<file path="config.mk">
export PLATFORM = sky130hd
export DESIGN_NAME = decode_issue
export DESIGN_NICKNAME = d
export VERILOG_FILES = /design/src/rtl/decode_pkg.sv /design/src/rtl/decode_issue_instr_decoder.sv /design/src/rtl/decode_issue.sv
export SDC_FILE = /design/constraint.sdc
export NUM_CORES = 1
export LEC_CHECK = 0
export ABC_AREA = 1
export CORE_ASPECT_RATIO = 0.9
export CORE_MARGIN = 2
export CORE_UTILIZATION = 30
export DETAILED_ROUTE_END_ITERATION = 10
export GPL_ROUTABILITY_DRIVEN = 0
export PLACE_DENSITY = 0.59
export SYNTH_ARGS = -nofsm -noshare
export SYNTH_HDL_FRONTEND = slang
export SYNTH_SLANG_ARGS = --single-unit
</file>
<file path="constraint.sdc">
create_clock -name clk -period 2.55 [get_ports clk]
set_input_delay 0.255 -clock clk [delete_from_list [all_inputs] [get_ports clk]]
set_output_delay 0.255 -clock clk [all_outputs]
set_load 0.01 [all_outputs]
</file>
<file path="src/rtl/decode_pkg.sv">
// Decode package: RV32I opcode constants, immediate-format enum, the decoded
// instruction record shared by instr_decoder and decode_issue, and the
// immediate builder.
// Ports: none (package).
package decode_pkg;

    localparam logic [6:0] OPC_OP     = 7'b0110011;
    localparam logic [6:0] OPC_OP_IMM = 7'b0010011;
    localparam logic [6:0] OPC_LOAD   = 7'b0000011;
    localparam logic [6:0] OPC_STORE  = 7'b0100011;
    localparam logic [6:0] OPC_BRANCH = 7'b1100011;
    localparam logic [6:0] OPC_JALR   = 7'b1100111;
    localparam logic [6:0] OPC_JAL    = 7'b1101111;
    localparam logic [6:0] OPC_LUI    = 7'b0110111;
    localparam logic [6:0] OPC_AUIPC  = 7'b0010111;

    typedef enum logic [2:0] {
        IMM_I,
        IMM_S,
        IMM_B,
        IMM_U,
        IMM_J,
        IMM_NONE
    } imm_fmt_e;

    typedef struct packed {
        logic [4:0]  rd;
        logic        rd_write;
        logic [2:0]  funct3;
        logic [6:0]  funct7;
        logic [6:0]  opcode;
        logic [31:0] imm;
        logic        use_rs1;
        logic        use_rs2;
        logic        illegal;
    } decoded_instr_t;

    // Assemble the 32-bit sign-extended immediate for the given format.
    function automatic logic [31:0] gen_imm(input logic [31:0] instr, input imm_fmt_e fmt);
        logic [31:0] imm;
        case (fmt)
            IMM_I:   imm = {{20{instr[31]}}, instr[31:20]};
            IMM_S:   imm = {{20{instr[31]}}, instr[31:25], instr[11:7]};
            IMM_B:   imm = {{19{instr[31]}}, instr[31], instr[7], instr[30:25], instr[11:8], 1'b0};
            IMM_U:   imm = {instr[31:12], 12'b0};
            IMM_J:   imm = {{11{instr[31]}}, instr[31], instr[19:12], instr[20], instr[30:21], 1'b0};
            default: imm = '0;
        endcase
        return imm;
    endfunction

endpackage

</file>
<file path="src/rtl/decode_issue_instr_decoder.sv">
// instr_decoder: purely combinational RV32I field/immediate decoder.
// Ports:
//   instr_i  in   32-bit instruction word
//   dec_o    out  decoded_instr_t (fields, immediate, operand use, illegal)
module instr_decoder
    import decode_pkg::*;
(
    input  logic [31:0]    instr_i,
    output decoded_instr_t dec_o
);

    imm_fmt_e fmt;
    logic     writes_rd;

    always_comb begin
        fmt           = IMM_NONE;
        writes_rd     = 1'b0;
        dec_o         = '0;
        dec_o.opcode  = instr_i[6:0];
        dec_o.rd      = instr_i[11:7];
        dec_o.funct3  = instr_i[14:12];
        dec_o.funct7  = instr_i[31:25];

        case (instr_i[6:0])
            OPC_OP: begin
                dec_o.use_rs1 = 1'b1;
                dec_o.use_rs2 = 1'b1;
                writes_rd     = 1'b1;
            end
            OPC_STORE: begin
                fmt           = IMM_S;
                dec_o.use_rs1 = 1'b1;
                dec_o.use_rs2 = 1'b1;
            end
            OPC_BRANCH: begin
                fmt           = IMM_B;
                dec_o.use_rs1 = 1'b1;
                dec_o.use_rs2 = 1'b1;
            end
            OPC_OP_IMM, OPC_LOAD, OPC_JALR: begin
                fmt           = IMM_I;
                dec_o.use_rs1 = 1'b1;
                writes_rd     = 1'b1;
            end
            OPC_LUI, OPC_AUIPC: begin
                fmt       = IMM_U;
                writes_rd = 1'b1;
            end
            OPC_JAL: begin
                fmt       = IMM_J;
                writes_rd = 1'b1;
            end
            default: dec_o.illegal = 1'b1;
        endcase

        // x0 is hardwired; never claim it as a pending destination.
        dec_o.rd_write = writes_rd && (instr_i[11:7] != 5'd0);
        dec_o.imm      = gen_imm(instr_i, fmt);
    end

endmodule

</file>
<file path="src/rtl/decode_issue.sv">
// decode_issue: RV32I decode/issue stage in front of the register file.
// Accepts instructions on a valid/ready handshake, drives regfile read
// addresses, tracks pending destination writes in a 32-bit scoreboard,
// stalls on RAW hazards and registers operands for execute.
// Build option: define DECODE_WB_FWD_EN to forward same-cycle writeback data
// (zero-bubble issue behind a retiring write); otherwise issue waits until the
// scoreboard bit has cleared and the regfile holds the committed value.
// Ports:
//   clk, rst_n                  clock, async active-low reset
//   if_valid/if_ready           fetch handshake; if_instr, if_pc payload
//   rs1, rs2                    regfile read addresses (combinational)
//   rs1_data, rs2_data          regfile read data (same cycle)
//   wb_valid, wb_rd, wb_data    retiring write
//   flush                       drop the output register contents
//   ex_valid/ex_ready           execute handshake
//   ex_pc, ex_rs1_val, ex_rs2_val, ex_imm, ex_rd, ex_rd_write,
//   ex_opcode, ex_funct3, ex_funct7, ex_illegal   registered decode results
module decode_issue
    import decode_pkg::*;
#(
    parameter int DATA_WIDTH    = 32,
    parameter int REG_BUS_WIDTH = $clog2(DATA_WIDTH)
) (
    input  logic                     clk,
    input  logic                     rst_n,
    input  logic                     if_valid,
    output logic                     if_ready,
    input  logic [31:0]              if_instr,
    input  logic [DATA_WIDTH-1:0]    if_pc,
    output logic [REG_BUS_WIDTH-1:0] rs1,
    output logic [REG_BUS_WIDTH-1:0] rs2,
    input  logic [DATA_WIDTH-1:0]    rs1_data,
    input  logic [DATA_WIDTH-1:0]    rs2_data,
    input  logic                     wb_valid,
    input  logic [REG_BUS_WIDTH-1:0] wb_rd,
    input  logic [DATA_WIDTH-1:0]    wb_data,
    input  logic                     flush,
    output logic                     ex_valid,
    input  logic                     ex_ready,
    output logic [DATA_WIDTH-1:0]    ex_pc,
    output logic [DATA_WIDTH-1:0]    ex_rs1_val,
    output logic [DATA_WIDTH-1:0]    ex_rs2_val,
    output logic [DATA_WIDTH-1:0]    ex_imm,
    output logic [REG_BUS_WIDTH-1:0] ex_rd,
    output logic                     ex_rd_write,
    output logic [6:0]               ex_opcode,
    output logic [2:0]               ex_funct3,
    output logic [6:0]               ex_funct7,
    output logic                     ex_illegal
);

    decoded_instr_t dec;

    instr_decoder u_instr_decoder (
        .instr_i (if_instr),
        .dec_o   (dec)
    );

    assign rs1 = REG_BUS_WIDTH'(if_instr[19:15]);
    assign rs2 = REG_BUS_WIDTH'(if_instr[24:20]);

    logic                     ex_valid_q,    ex_valid_d;
    logic [DATA_WIDTH-1:0]    ex_pc_q,       ex_pc_d;
    logic [DATA_WIDTH-1:0]    ex_rs1_val_q,  ex_rs1_val_d;
    logic [DATA_WIDTH-1:0]    ex_rs2_val_q,  ex_rs2_val_d;
    logic [DATA_WIDTH-1:0]    ex_imm_q,      ex_imm_d;
    logic [REG_BUS_WIDTH-1:0] ex_rd_q,       ex_rd_d;
    logic                     ex_rd_write_q, ex_rd_write_d;
    logic [6:0]               ex_opcode_q,   ex_opcode_d;
    logic [2:0]               ex_funct3_q,   ex_funct3_d;
    logic [6:0]               ex_funct7_q,   ex_funct7_d;
    logic                     ex_illegal_q,  ex_illegal_d;
    logic [31:0]              sb_q,          sb_d;

    logic fwd1, fwd2, hazard, ready, xfer;

    always_comb begin
        fwd1 = 1'b0;
        fwd2 = 1'b0;
`ifdef DECODE_WB_FWD_EN
        fwd1 = wb_valid && (wb_rd == rs1) && (rs1 != '0);
        fwd2 = wb_valid && (wb_rd == rs2) && (rs2 != '0);
`endif
        hazard = (dec.use_rs1 && (rs1 != '0) && sb_q[rs1] && !fwd1) ||
                 (dec.use_rs2 && (rs2 != '0) && sb_q[rs2] && !fwd2);
        // rst_n gates ready so nothing is offered as accepted during reset.
        ready  = rst_n && (!ex_valid_q || ex_ready) && !hazard && !flush;
        xfer   = if_valid && ready;

        ex_valid_d    = ex_valid_q;
        ex_pc_d       = ex_pc_q;
        ex_rs1_val_d  = ex_rs1_val_q;
        ex_rs2_val_d  = ex_rs2_val_q;
        ex_imm_d      = ex_imm_q;
        ex_rd_d       = ex_rd_q;
        ex_rd_write_d = ex_rd_write_q;
        ex_opcode_d   = ex_opcode_q;
        ex_funct3_d   = ex_funct3_q;
        ex_funct7_d   = ex_funct7_q;
        ex_illegal_d  = ex_illegal_q;

        // Clears first, then the set, so a same-cycle set of the same rd wins.
        sb_d = sb_q;
        if (wb_valid) begin
            sb_d[wb_rd] = 1'b0;
        end
        if (flush && ex_valid_q && ex_rd_write_q) begin
            sb_d[ex_rd_q] = 1'b0;
        end
        if (xfer && dec.rd_write) begin
            sb_d[dec.rd] = 1'b1;
        end
        sb_d[0] = 1'b0;

        if (flush) begin
            ex_valid_d = 1'b0;
        end else if (xfer) begin
            ex_valid_d    = 1'b1;
            ex_pc_d       = if_pc;
            ex_rs1_val_d  = (rs1 == '0) ? '0 : (fwd1 ? wb_data : rs1_data);
            ex_rs2_val_d  = (rs2 == '0) ? '0 : (fwd2 ? wb_data : rs2_data);
            ex_imm_d      = DATA_WIDTH'($signed(dec.imm));
            ex_rd_d       = REG_BUS_WIDTH'(dec.rd);
            ex_rd_write_d = dec.rd_write;
            ex_opcode_d   = dec.opcode;
            ex_funct3_d   = dec.funct3;
            ex_funct7_d   = dec.funct7;
            ex_illegal_d  = dec.illegal;
        end else if (ex_ready) begin
            ex_valid_d = 1'b0;
        end
    end

    always_ff @(posedge clk or negedge rst_n) begin
        if (!rst_n) begin
            ex_valid_q    <= 1'b0;
            ex_pc_q       <= '0;
            ex_rs1_val_q  <= '0;
            ex_rs2_val_q  <= '0;
            ex_imm_q      <= '0;
            ex_rd_q       <= '0;
            ex_rd_write_q <= 1'b0;
            ex_opcode_q   <= '0;
            ex_funct3_q   <= '0;
            ex_funct7_q   <= '0;
            ex_illegal_q  <= 1'b0;
            sb_q          <= '0;
        end else begin
            ex_valid_q    <= ex_valid_d;
            ex_pc_q       <= ex_pc_d;
            ex_rs1_val_q  <= ex_rs1_val_d;
            ex_rs2_val_q  <= ex_rs2_val_d;
            ex_imm_q      <= ex_imm_d;
            ex_rd_q       <= ex_rd_d;
            ex_rd_write_q <= ex_rd_write_d;
            ex_opcode_q   <= ex_opcode_d;
            ex_funct3_q   <= ex_funct3_d;
            ex_funct7_q   <= ex_funct7_d;
            ex_illegal_q  <= ex_illegal_d;
            sb_q          <= sb_d;
        end
    end

    assign if_ready    = ready;
    assign ex_valid    = ex_valid_q;
    assign ex_pc       = ex_pc_q;
    assign ex_rs1_val  = ex_rs1_val_q;
    assign ex_rs2_val  = ex_rs2_val_q;
    assign ex_imm      = ex_imm_q;
    assign ex_rd       = ex_rd_q;
    assign ex_rd_write = ex_rd_write_q;
    assign ex_opcode   = ex_opcode_q;
    assign ex_funct3   = ex_funct3_q;
    assign ex_funct7   = ex_funct7_q;
    assign ex_illegal  = ex_illegal_q;

endmodule
</file>
==> results.txt <==
Clock Skew = 0.0149 ns
DP HPWL = 23100 um
Post-Synthesis Cell Area = 9490 sq um
CP max-delay cell = clkdlybuf4s50_1
Worst vdd ir = 0.445 mV
Critical Path Sink Type = primary output
Commonest non-fill, non-tap cells in the layout = 508 x nand2_1, 299 x clkdlybuf4s50_1, 184 x dfrtp_1, 154 x nand3_1, 64 x nand3b_1
CP required = 2.30 ns
Starting Density = 30.6%
N_diodes = 0
CTS tree = done
Power density over cell area = 613 nW/um^2
GRT overflow = 0
RSZ-0062 raised after global routing = no
Final net count = 1690
Critical path class = primary input to primary output
Final Hold Vio Count = 0
Postcts setup bufs = 0
Syn_nets = 1398
Commonest non-fill, non-tap cell in the layout = nand2_1
Cells after synthesis = 1227
Worst slew pin tran = 0.837 ns
Hold Slack = 0.00710 ns
DIE HEIGHT = 173 um
Dpl cells = 1909
Final setup violation count = 0
Clock buffer count from CTS = 17
Drt pass-1 iters = 5
Vias in the first global route = 9262
Maximum clock path buffer count = 2
Io pins = 335
Fmax = 437 MHz
Final Max Tran Viols = 0
Initial antenna violation count = 0
Synth Area per Inst = 7.74 sq um
Final WS setup = 0.262 ns
Reg2Reg Depth = 12
Clock transition at path regs = 0.07 ns
Delay-heaviest family, CP = buffers and inverters
# rows = 61
Yosys reg bits = 184
Critical path peak fanout = 16
Status = finished clean
Post-synthesis sequential area ratio = 48.5%
Final Core Density = 44.2%
Die Area = 33100 sq um
Critical Path Start Type = primary input
Worst slew margin = 44.2%
Clock insertion delay at the later pin of the skew report = 0.45 ns
Hold-fix buffers at CTS = 0
Crit path top cell by count = nand2_1
FF-to-FF setup slack = 0.32 ns
Async set or reset register ratio after synthesis = 100%
First-pass GRT wire length = 52500 um
Final period utilization = 89.7%
Drt via density = 4.91
Max-cap violations = 0
Netlist cell types = 28
IO Port Bufs = 302
Synth warn = 0
DRC violations left = 0
EDFF count, synth = 0
Die width = 191 um
CTS root buffer = clkbuf_16
Critical path buffers and inverters = 3
Area Growth Syn to Fin = 44.4%
Worst Hold Class = primary input to asynchronous set/reset pin
Worst flop-to-flop path endpoint = ex_funct7[6]
Crit path cell chain = clkdlybuf4s50_1 > buf_4 > nand2_1 > nand3_1 > nand3_1 > nand3_1 > nand2_1 > nand2_1 > nand2_1 > nand2_1 > nor2_4 > clkbuf_2
Largest net degree at the start of global routing = 125
Core ar. = 31000 sq um
DR WL/cell = 17.2 um
Worst r2r src = sb_q[29]
Clock sinks = 184
Top_reg_cell synth = dfrtp_1
Share of layout cells above drive strength 1 = 6.53%
Max stage delay on crit path = 0.45 ns
P_leak = 6.66 nW
Post-DRT Antenna Nets = 0
Starting DRT DRC Count = 776
CTS HTree Levels = 4
DRT Wirelength = 33400 um
Fin crit period = 2.29 ns
Finished Layout Cells = 1941
Critical Path AT = 2.03 ns
Pre-CTS setup slack = -0.359 ns
GRT Overall Usage = 20.2%
Vias = 9533
final cells by class:
type | count | area (sq um)
multi-input cells | 895 | 4190
fillers | 3140 | 17300
repair buffers | 360 | 3580
well taps | 409 | 512
clock buffers | 18 | 439
clock inverters | 14 | 153
inverters | 61 | 231
flip-flops and latches | 184 | 4600
report_power, final:
group          switching, mW  total, mW  leakage (nW)  internal [mW]
Sequential             0.238       3.54          2.39           3.30
Clock                   1.30       2.71         0.282           1.42
Combinational           1.03       2.15          3.98           1.12
stage by stage:
step | setup TNS (ns) | instance area (sq um) | power (mW)
2_1_floorplan | 0 | 9490 | 4.38
5_1_grt | 0 | 13700 | 8.86
4_1_cts | 0 | 13700 | 8.52
3_5_place_dp | -31.97 | 13100 | 5.75
3_3_place_gp | -24.17 | 13100 | 5.73
6_report | 0 | 13700 | 8.40
worst max-delay path by stage:
stage / from / slack, ns / endpoint / depth (start not counted)
floorplan: if_instr[20] / 0.74 / ex_rs1_val[30] / 12
global placement: if_instr[20] / -0.27 / if_ready / 8
detailed placement: if_instr[20] / -0.36 / ex_pc[11] / 10
CTS: if_instr[15] / 0.05 / if_ready / 12
global route: if_instr[15] / 0.03 / ex_funct7[6] / 14
finish: if_instr[15] / 0.26 / if_ready / 12
cell families after synthesis:
| group | synth area share [%] |
|---|---|
| AOI/OAI and AO/OA | 5.42 |
| buffers and inverters | 7.49 |
| DFF | 48.5 |
| and+or+nand+nor | 38.6 |
metal layers:
layer  wire length (um)  vias up  global-route usage, %
li1                   -     4637                      -
met1              14900     4510                   27.0
met2              15700      352                   32.4
met3               2370       34                   4.85
met4                481        0                   5.87
met5                  0        -                      0
sequential cells by signal, summed over array words and instances, names as in the netlist:
name         flops
ex_imm          32
ex_pc           32
ex_rs1_val      32
ex_rs2_val      32
sb_q            31
ex_funct7        7
ex_opcode        7
ex_rd            5
ex_funct3        3
ex_illegal       1
ex_rd_write      1
ex_valid         1
repair_timing:
action	CTS	global route
resized for setup	2	4
endpoints found under the setup margin	1	29
gates cloned	0	0
Yosys cell counts (3+ instances only):
| cell type | instances | area share (%) |
|---|---|---|
| clkbuf_1 | 34 | 1.3 |
| nand4_1 | 31 | 2.0 |
| a21oi_1 | 4 | 0.21 |
| nand3b_1 | 64 | 5.1 |
| buf_4 | 32 | 2.5 |
| o221ai_1 | 35 | 3.2 |
| nor2_1 | 44 | 1.7 |
| nor3_1 | 17 | 0.90 |
| nand3_1 | 154 | 8.1 |
| clkinv_1 | 3 | 0.12 |
| nand2_1 | 508 | 20 |
| dfrtp_1 | 184 | 49 |
| buf_2 | 20 | 1.1 |
| a41oi_1 | 7 | 0.65 |
| o21ai_0 | 19 | 1.0 |
| inv_1 | 56 | 2.2 |
(Power assumes the default switching activity.)
